### src/rtl/alu_ctrl_seq.sv
// alu_ctrl_seq: registered ALU control decoder with valid/ready handshake.
// Single-cycle ops produce a result one cycle after acceptance. MUL and DIV
// hold the unit busy and present their result exactly MUL_CYCLES or
// DIV_CYCLES cycles after the accepting edge.
module alu_ctrl_seq #(
    parameter int FUNCT_W    = 4,
    parameter int CTRL_W     = 3,
    parameter int MUL_CYCLES = 4,
    parameter int DIV_CYCLES = 8
) (
    input  logic               clk,
    input  logic               reset,
    input  logic               flush,
    input  logic               in_valid,
    output logic               in_ready,
    input  logic [1:0]         alu_op,
    input  logic [FUNCT_W-1:0] funct,
    output logic               out_valid,
    input  logic               out_ready,
    output logic [CTRL_W-1:0]  alu_ctrl,
    output logic               jr_ctrl,
    output logic               illegal,
    output logic               busy
);

    typedef enum logic {S_IDLE, S_WAIT} state_t;

    state_t              r_state;
    logic [7:0]          r_count;
    logic                r_out_valid;
    logic [CTRL_W-1:0]   r_alu_ctrl;
    logic                r_jr;
    logic                r_illegal;
    logic                r_busy;

    logic [3:0]          w_lo;
    logic                w_hi_zero;
    logic [CTRL_W-1:0]   w_code;
    logic                w_jr;
    logic                w_ill;
    logic                w_multi;
    logic [7:0]          w_lat_m1;
    logic                w_accept;

    assign w_lo      = funct[3:0];
    assign w_hi_zero = ((funct >> 4) == '0);
    assign w_lat_m1  = (w_lo == 4'd5) ? 8'(MUL_CYCLES - 1) : 8'(DIV_CYCLES - 1);

    assign in_ready  = (r_state == S_IDLE) && (!r_out_valid || out_ready) && !flush;
    assign w_accept  = in_valid && in_ready;

    assign out_valid = r_out_valid;
    assign alu_ctrl  = r_alu_ctrl;
    assign jr_ctrl   = r_jr;
    assign illegal   = r_illegal;
    assign busy      = r_busy;

    // Decode {alu_op, funct}; any set funct bit above bit 3 makes an R-type op illegal.
    always_comb begin
        w_code  = '0;
        w_jr    = 1'b0;
        w_ill   = 1'b0;
        w_multi = 1'b0;
        case (alu_op)
            2'b11: w_code = '0;
            2'b10: w_code = CTRL_W'(4);
            2'b01: w_code = CTRL_W'(1);
            default: begin
                if (!w_hi_zero) begin
                    w_ill = 1'b1;
                end else begin
                    case (w_lo)
                        4'd0, 4'd1, 4'd2, 4'd3, 4'd4: w_code = CTRL_W'(w_lo);
                        4'd5, 4'd6: begin
                            w_code  = CTRL_W'(w_lo);
                            w_multi = 1'b1;
                        end
                        4'd8:    w_jr  = 1'b1;
                        default: w_ill = 1'b1;
                    endcase
                end
            end
        endcase
    end

    // Control FSM: accept/hold results, and count down multi-cycle ops.
    // r_count holds the number of further WAIT edges before the result appears,
    // so the result lands exactly LAT edges after the accepting edge.
    always_ff @(posedge clk or posedge reset) begin
        if (reset) begin
            r_state     <= S_IDLE;
            r_count     <= '0;
            r_out_valid <= 1'b0;
            r_alu_ctrl  <= '0;
            r_jr        <= 1'b0;
            r_illegal   <= 1'b0;
            r_busy      <= 1'b0;
        end else if (flush) begin
            r_state     <= S_IDLE;
            r_count     <= '0;
            r_out_valid <= 1'b0;
            r_alu_ctrl  <= '0;
            r_jr        <= 1'b0;
            r_illegal   <= 1'b0;
            r_busy      <= 1'b0;
        end else begin
            case (r_state)
                S_IDLE: begin
                    if (w_accept) begin
                        r_alu_ctrl <= w_code;
                        r_jr       <= w_jr;
                        r_illegal  <= w_ill;
                        if (w_multi) begin
                            r_count     <= w_lat_m1;
                            r_busy      <= 1'b1;
                            r_out_valid <= 1'b0;
                            r_state     <= S_WAIT;
                        end else begin
                            r_out_valid <= 1'b1;
                        end
                    end else if (r_out_valid && out_ready) begin
                        r_out_valid <= 1'b0;
                    end
                end
                S_WAIT: begin
                    if (r_count == 8'd0) begin
                        r_out_valid <= 1'b1;
                        r_busy      <= 1'b0;
                        r_state     <= S_IDLE;
                    end else begin
                        r_count <= r_count - 8'd1;
                    end
                end
                default: r_state <= S_IDLE;
            endcase
        end
    end

endmodule

### config.mk
export PLATFORM = sky130hd
export DESIGN_NAME = alu_ctrl_seq
export DESIGN_NICKNAME = d
export VERILOG_FILES = /design/src/rtl/alu_ctrl_seq.sv
export SDC_FILE = /design/constraint.sdc
export NUM_CORES = 1
export LEC_CHECK = 0
export BUFFER_PORTS_ARGS = -buffer_cell sky130_fd_sc_hd__buf_2
export CAP_MARGIN = 5
export CORE_MARGIN = 2
export CORE_UTILIZATION = 57
export CTS_BUF_LIST = sky130_fd_sc_hd__clkbuf_16
export DETAILED_ROUTE_END_ITERATION = 8
export MAX_ROUTING_LAYER = met4
export PLACE_DENSITY = 0.91
export SLEW_MARGIN = 25
export SYNTH_ARGS = -nofsm -noshare
export SYNTH_HDL_FRONTEND = slang
export SYNTH_SLANG_ARGS = --single-unit
### constraint.sdc
create_clock -name clk -period 3.6 [get_ports clk]
set_clock_uncertainty 0.1 [all_clocks]
set_input_delay 0.18 -clock clk [delete_from_list [all_inputs] [get_ports clk]]
set_output_delay 0.18 -clock clk [all_outputs]
set_load 0.02 [all_outputs]
==> summary.txt <==
STA
  – Max Clock Freq: 0.534 GHz
  – Setup Viol. Count Final: 0
  – Ratio of final minimum period to clock period: 52.0%
  – Unrepaired setup endpoints after global routing: false
  – Final setup margin: ~1.7 ns
  – Fin. max-slew vios: 0
  – Final critical-path required period: between 1.5 and 2 ns
  – Relative slew slack: between 50% and 60%
  – Worst-margin pin slew: ~0.62 ns
  – Final total negative setup slack: 0 ns
  – Hold Violations, Final: 0

Power
  – Total power draw: roughly 0.45 mW
  – Fraction of power spent switching nets: between 20% and 30%
  – Worst supply voltage drop on vdd: 0.000332 V
  – Internal Dissipation: between 0.3 and 0.4 mW
  – Clk pwr share: between 40% and 50%
  – PD cells: 387 nW/um^2
  – Leakage: between 0.5 and 0.6 nW
  – Combinational Power Share: about 11%
  – Power spent charging and discharging nets: roughly 0.1 mW
  – Part of the total power dissipated in sequential elements: slightly above 40%

Synth
  – Share of Yosys cell area claimed by the top area cell type: about two fifths
  – Gate count of the mapped netlist: between 100 and 150
  – Top area cells in the synthesized netlist: sky130_fd_sc_hd__dfrtp_1 (41%), sky130_fd_sc_hd__a21oi_1 (7.2%), sky130_fd_sc_hd__nand2_1 (3.9%), sky130_fd_sc_hd__nand2b_1 (3.2%), sky130_fd_sc_hd__nor2_1 (3.1%)
  – Post-synthesis share of cell area spent on xor and xnor gates: 0.904%
  – Combinational family with the most area after synthesis: simple AND/OR/NAND/NOR gates
  – Portion of the post-synthesis area used by sequential elements: around two fifths
  – Leading area contributor after synthesis: sky130_fd_sc_hd__dfrtp_1
  – Synthesized Nets: 120
  – Number of distinct library cells after synthesis: 41
  – Prevailing post-synth register cell: sky130_fd_sc_hd__dfrtp_1
  – Post-synth EDFFs: 0
  – Synthesized area: a little under 1000 sq um
  – Fraction of the mapped netlist area in simple logic gates: 28.9%
  – Adder-cell share of the synthesized area: ~2.6%
  – Synth Area in Compound Gates: 22.1%
  – FF+latch count, synth: 16
  – Average size of a mapped cell: approximately 9.1 sq um
  – Share of cell area taken by muxes after synthesis: between 1 and 1.5%
  – Number of warning messages in the yosys log: 0
  – Proportion of synthesized flip-flops having asynchronous set or reset: between 90% and 100%

Global route
  – Grt total ovfl: 0
  – Vias in the first global route: 868
  – Overall routing resource usage: a little over a quarter
  – Number of antenna violations at the first check in global routing: 0
  – Wire length of the first global-routing pass: approximately 3.8 mm
  – Maximum number of pins on one net before global-route repair: 17

Worst setup path
  – CP Cell Sequence: nor2b_1, nand3_2, a2111oi_0, a21oi_1, nor2_1
  – Setup crit end kind: register
  – Data arrival time of the critical path: between 1.5 and 2 ns
  – Cell family with most CP delay: simple AND/OR/NAND/NOR gates
  – Critical path launch point type: register
  – Maximum cell stage delay along the critical path: 0.50 ns
  – Slowest cell on the critical path: sky130_fd_sc_hd__a2111oi_0
  – Critical path fanouts, max: 10
  – Buf+Inv Stages, Crit Path: 0
  – Required time reported for the critical path endpoint: 3.67 ns
  – CP Class: register to register

Flow run
  – Max-cap violations: 0

Die
  – Top-level port count: 19
  – DIE AREA: 2040 sq um
  – Core area: ~1500 sq um
  – Die span in y: around 45 um
  – Effective utilization at floorplan: a little over three fifths
  – Die width: between 40 and 50 um
  – Row cnt: 14

Run status
  – Status: finished, final reports clean

Clock network
  – Root Driver: sky130_fd_sc_hd__clkbuf_16
  – Number of sinks driven by the clock tree: 16
  – CTS buffer count: 3
  – CTS HTree Levels: 1
  – Register clock-pin slew on the reported worst setup and hold paths: roughly 0.050 ns
  – Clock latency on the worst-skew pair: about 0.24 ns
  – TritonCTS clock tree: built
  – Maximum clock insertion buffer count: 2

Placed design
  – Detailed Place HPWL: approximately 1.6 mm
  – Count of input and output buffers: 18
  – Global placement routability congestion: approximately 0.9
  – Post-place setup slack: 1.81 ns

Detailed routing
  – Routed len/inst: between 15 and 20 um
  – Number of DRC violations after detailed routing: 0
  – Detailed-route via count: approximately 900
  – Total iterations of the first detailed-routing run: 4
  – Ratio of routed vias to standard cells: about 6.3
  – Routed wire length: roughly 2.2 mm
  – First-iteration detailed-routing DRC count: 20
  – Number of nets with antenna violations after detailed routing: 0

Hold path
  – Hold crit path type: input pin to register

Final layout
  – Share of final-layout standard cells stronger than drive strength 1: roughly a quarter
  – Diode insertion count for antenna repair: 0
  – Utilization after layout: about 75%
  – Area overhead of the layout relative to synthesis: 19.8%
  – Fill cell count: 112
  – Number of nets at the end of the flow: ~140
[flip-flops by register name (all words and copies together), names as in the netlist]
signal	cells
busy	1
r_count	8
illegal	1
r_state	1
alu_ctrl	3
out_valid	1
jr_ctrl	1
[power by group through the flow]
stage / combinational [mW] / clock (mW) / sequential (mW)
5_1_grt: 0.0577 / 0.218 / 0.186
3_3_place_gp: 0.0481 / 0 / 0.189
3_5_place_dp: 0.0499 / 0 / 0.189
4_1_cts: 0.0514 / 0.213 / 0.186
6_report: 0.0514 / 0.212 / 0.186
2_1_floorplan: 0.0290 / 0 / 0.191
[routing by layer]
layer / GRT usage [%] / routed length (um) / up-vias
met2: 43.1 / 1130 / 30
met1: 33.5 / 976 / 436
met3: 6.40 / 107 / 3
met5: - / 0 / -
met4: 7.65 / 19 / 0
li1: - / - / 433
[placed cells by master, fill, tap and decap left out, drive strengths merged, types with 2 or more instances in the layout]
master,n
o21ai,2
or2,3
inv,7
nand2,10
a211oi,3
nor2b,2
nor2,9
a21oi,15
ha,2
a31oi,2
and3,2
buf,18
dfrtp,16
nand3,3
nor4,4
nor3,3
nand2b,5
clkbuf,3
[logic make-up (layout without fill, tap and decap cells)]
family / after synthesis / after routing
adder cells (fa/ha/maj): 2 / 2
buffers and inverters: 8 / 29
multiplexers: 1 / 1
XOR/XNOR: 1 / 1
AND/OR/NAND/NOR: 47 / 47
flip-flops: 16 / 16
AO/OA/AOI/OAI: 32 / 32
[cell usage after synthesis, types with 2 or more instances]
master / instances
sky130_fd_sc_hd__nand3_1: 2
sky130_fd_sc_hd__or2_2: 3
sky130_fd_sc_hd__nor2b_1: 2
sky130_fd_sc_hd__dfrtp_1: 16
sky130_fd_sc_hd__inv_1: 7
sky130_fd_sc_hd__ha_1: 2
sky130_fd_sc_hd__nand2_1: 10
sky130_fd_sc_hd__and3_1: 2
sky130_fd_sc_hd__nand2b_1: 5
sky130_fd_sc_hd__nor3_1: 3
sky130_fd_sc_hd__a21oi_1: 14
sky130_fd_sc_hd__nor2_1: 8
sky130_fd_sc_hd__nor4_1: 3
sky130_fd_sc_hd__a211oi_1: 3
[through the flow]
stage               area, sq um  std cells  hold WS (ns)
detailed placement         1070        140         0.184
floorplan                   968        107      -0.00626
CTS                        1160        144         0.159
finish                     1160        144         0.158
global route               1160        144         0.168
global placement           1070        140         0.174
[final cells by class]
type,count,area [sq um],area share (%)
clock buffers,3,75.1,6.47
well taps,16,20.0,1.73
repair buffers,19,100,8.63
multi-input cells,83,538,46.4
flip-flops and latches,16,400,34.5
inverters,7,26.3,2.27
[worst register-to-register path: stages (launching register included)]
cell	delay, ns
sky130_fd_sc_hd__dfrtp_1	0.42
sky130_fd_sc_hd__nor2b_1	0.32
sky130_fd_sc_hd__nand3_2	0.25
sky130_fd_sc_hd__a2111oi_0	0.50
sky130_fd_sc_hd__a21oi_1	0.09
sky130_fd_sc_hd__nor2_1	0.11
[final timing paths]
path	from	end	slack, ns	depth (start not counted)
worst max-delay path	r_state$_DFF_PP0_	alu_ctrl[1]$_DFFE_PP0P_	1.73	5
worst min-delay path	in_valid	out_valid$_DFFE_PP0P_	0.16	3
worst max register to register	r_state$_DFF_PP0_	alu_ctrl[1]$_DFFE_PP0P_	1.73	5
worst min register to register	r_count[0]$_DFFE_PP0P_	r_count[0]$_DFFE_PP0P_	0.41	1
max in group asynchronous	reset	r_count[0]$_DFFE_PP0P_	2.54	3
min in group asynchronous	reset	jr_ctrl$_DFFE_PP0P_	0.46	3
[repair_timing]
action,CTS,global route
setup buffers,0,0
hold endpoints to repair,16,0
gates resized for setup,0,0
hold buffers,1,0
endpoints found under the setup margin,0,0
No activity file was read; power rests on OpenSTA's default activity.
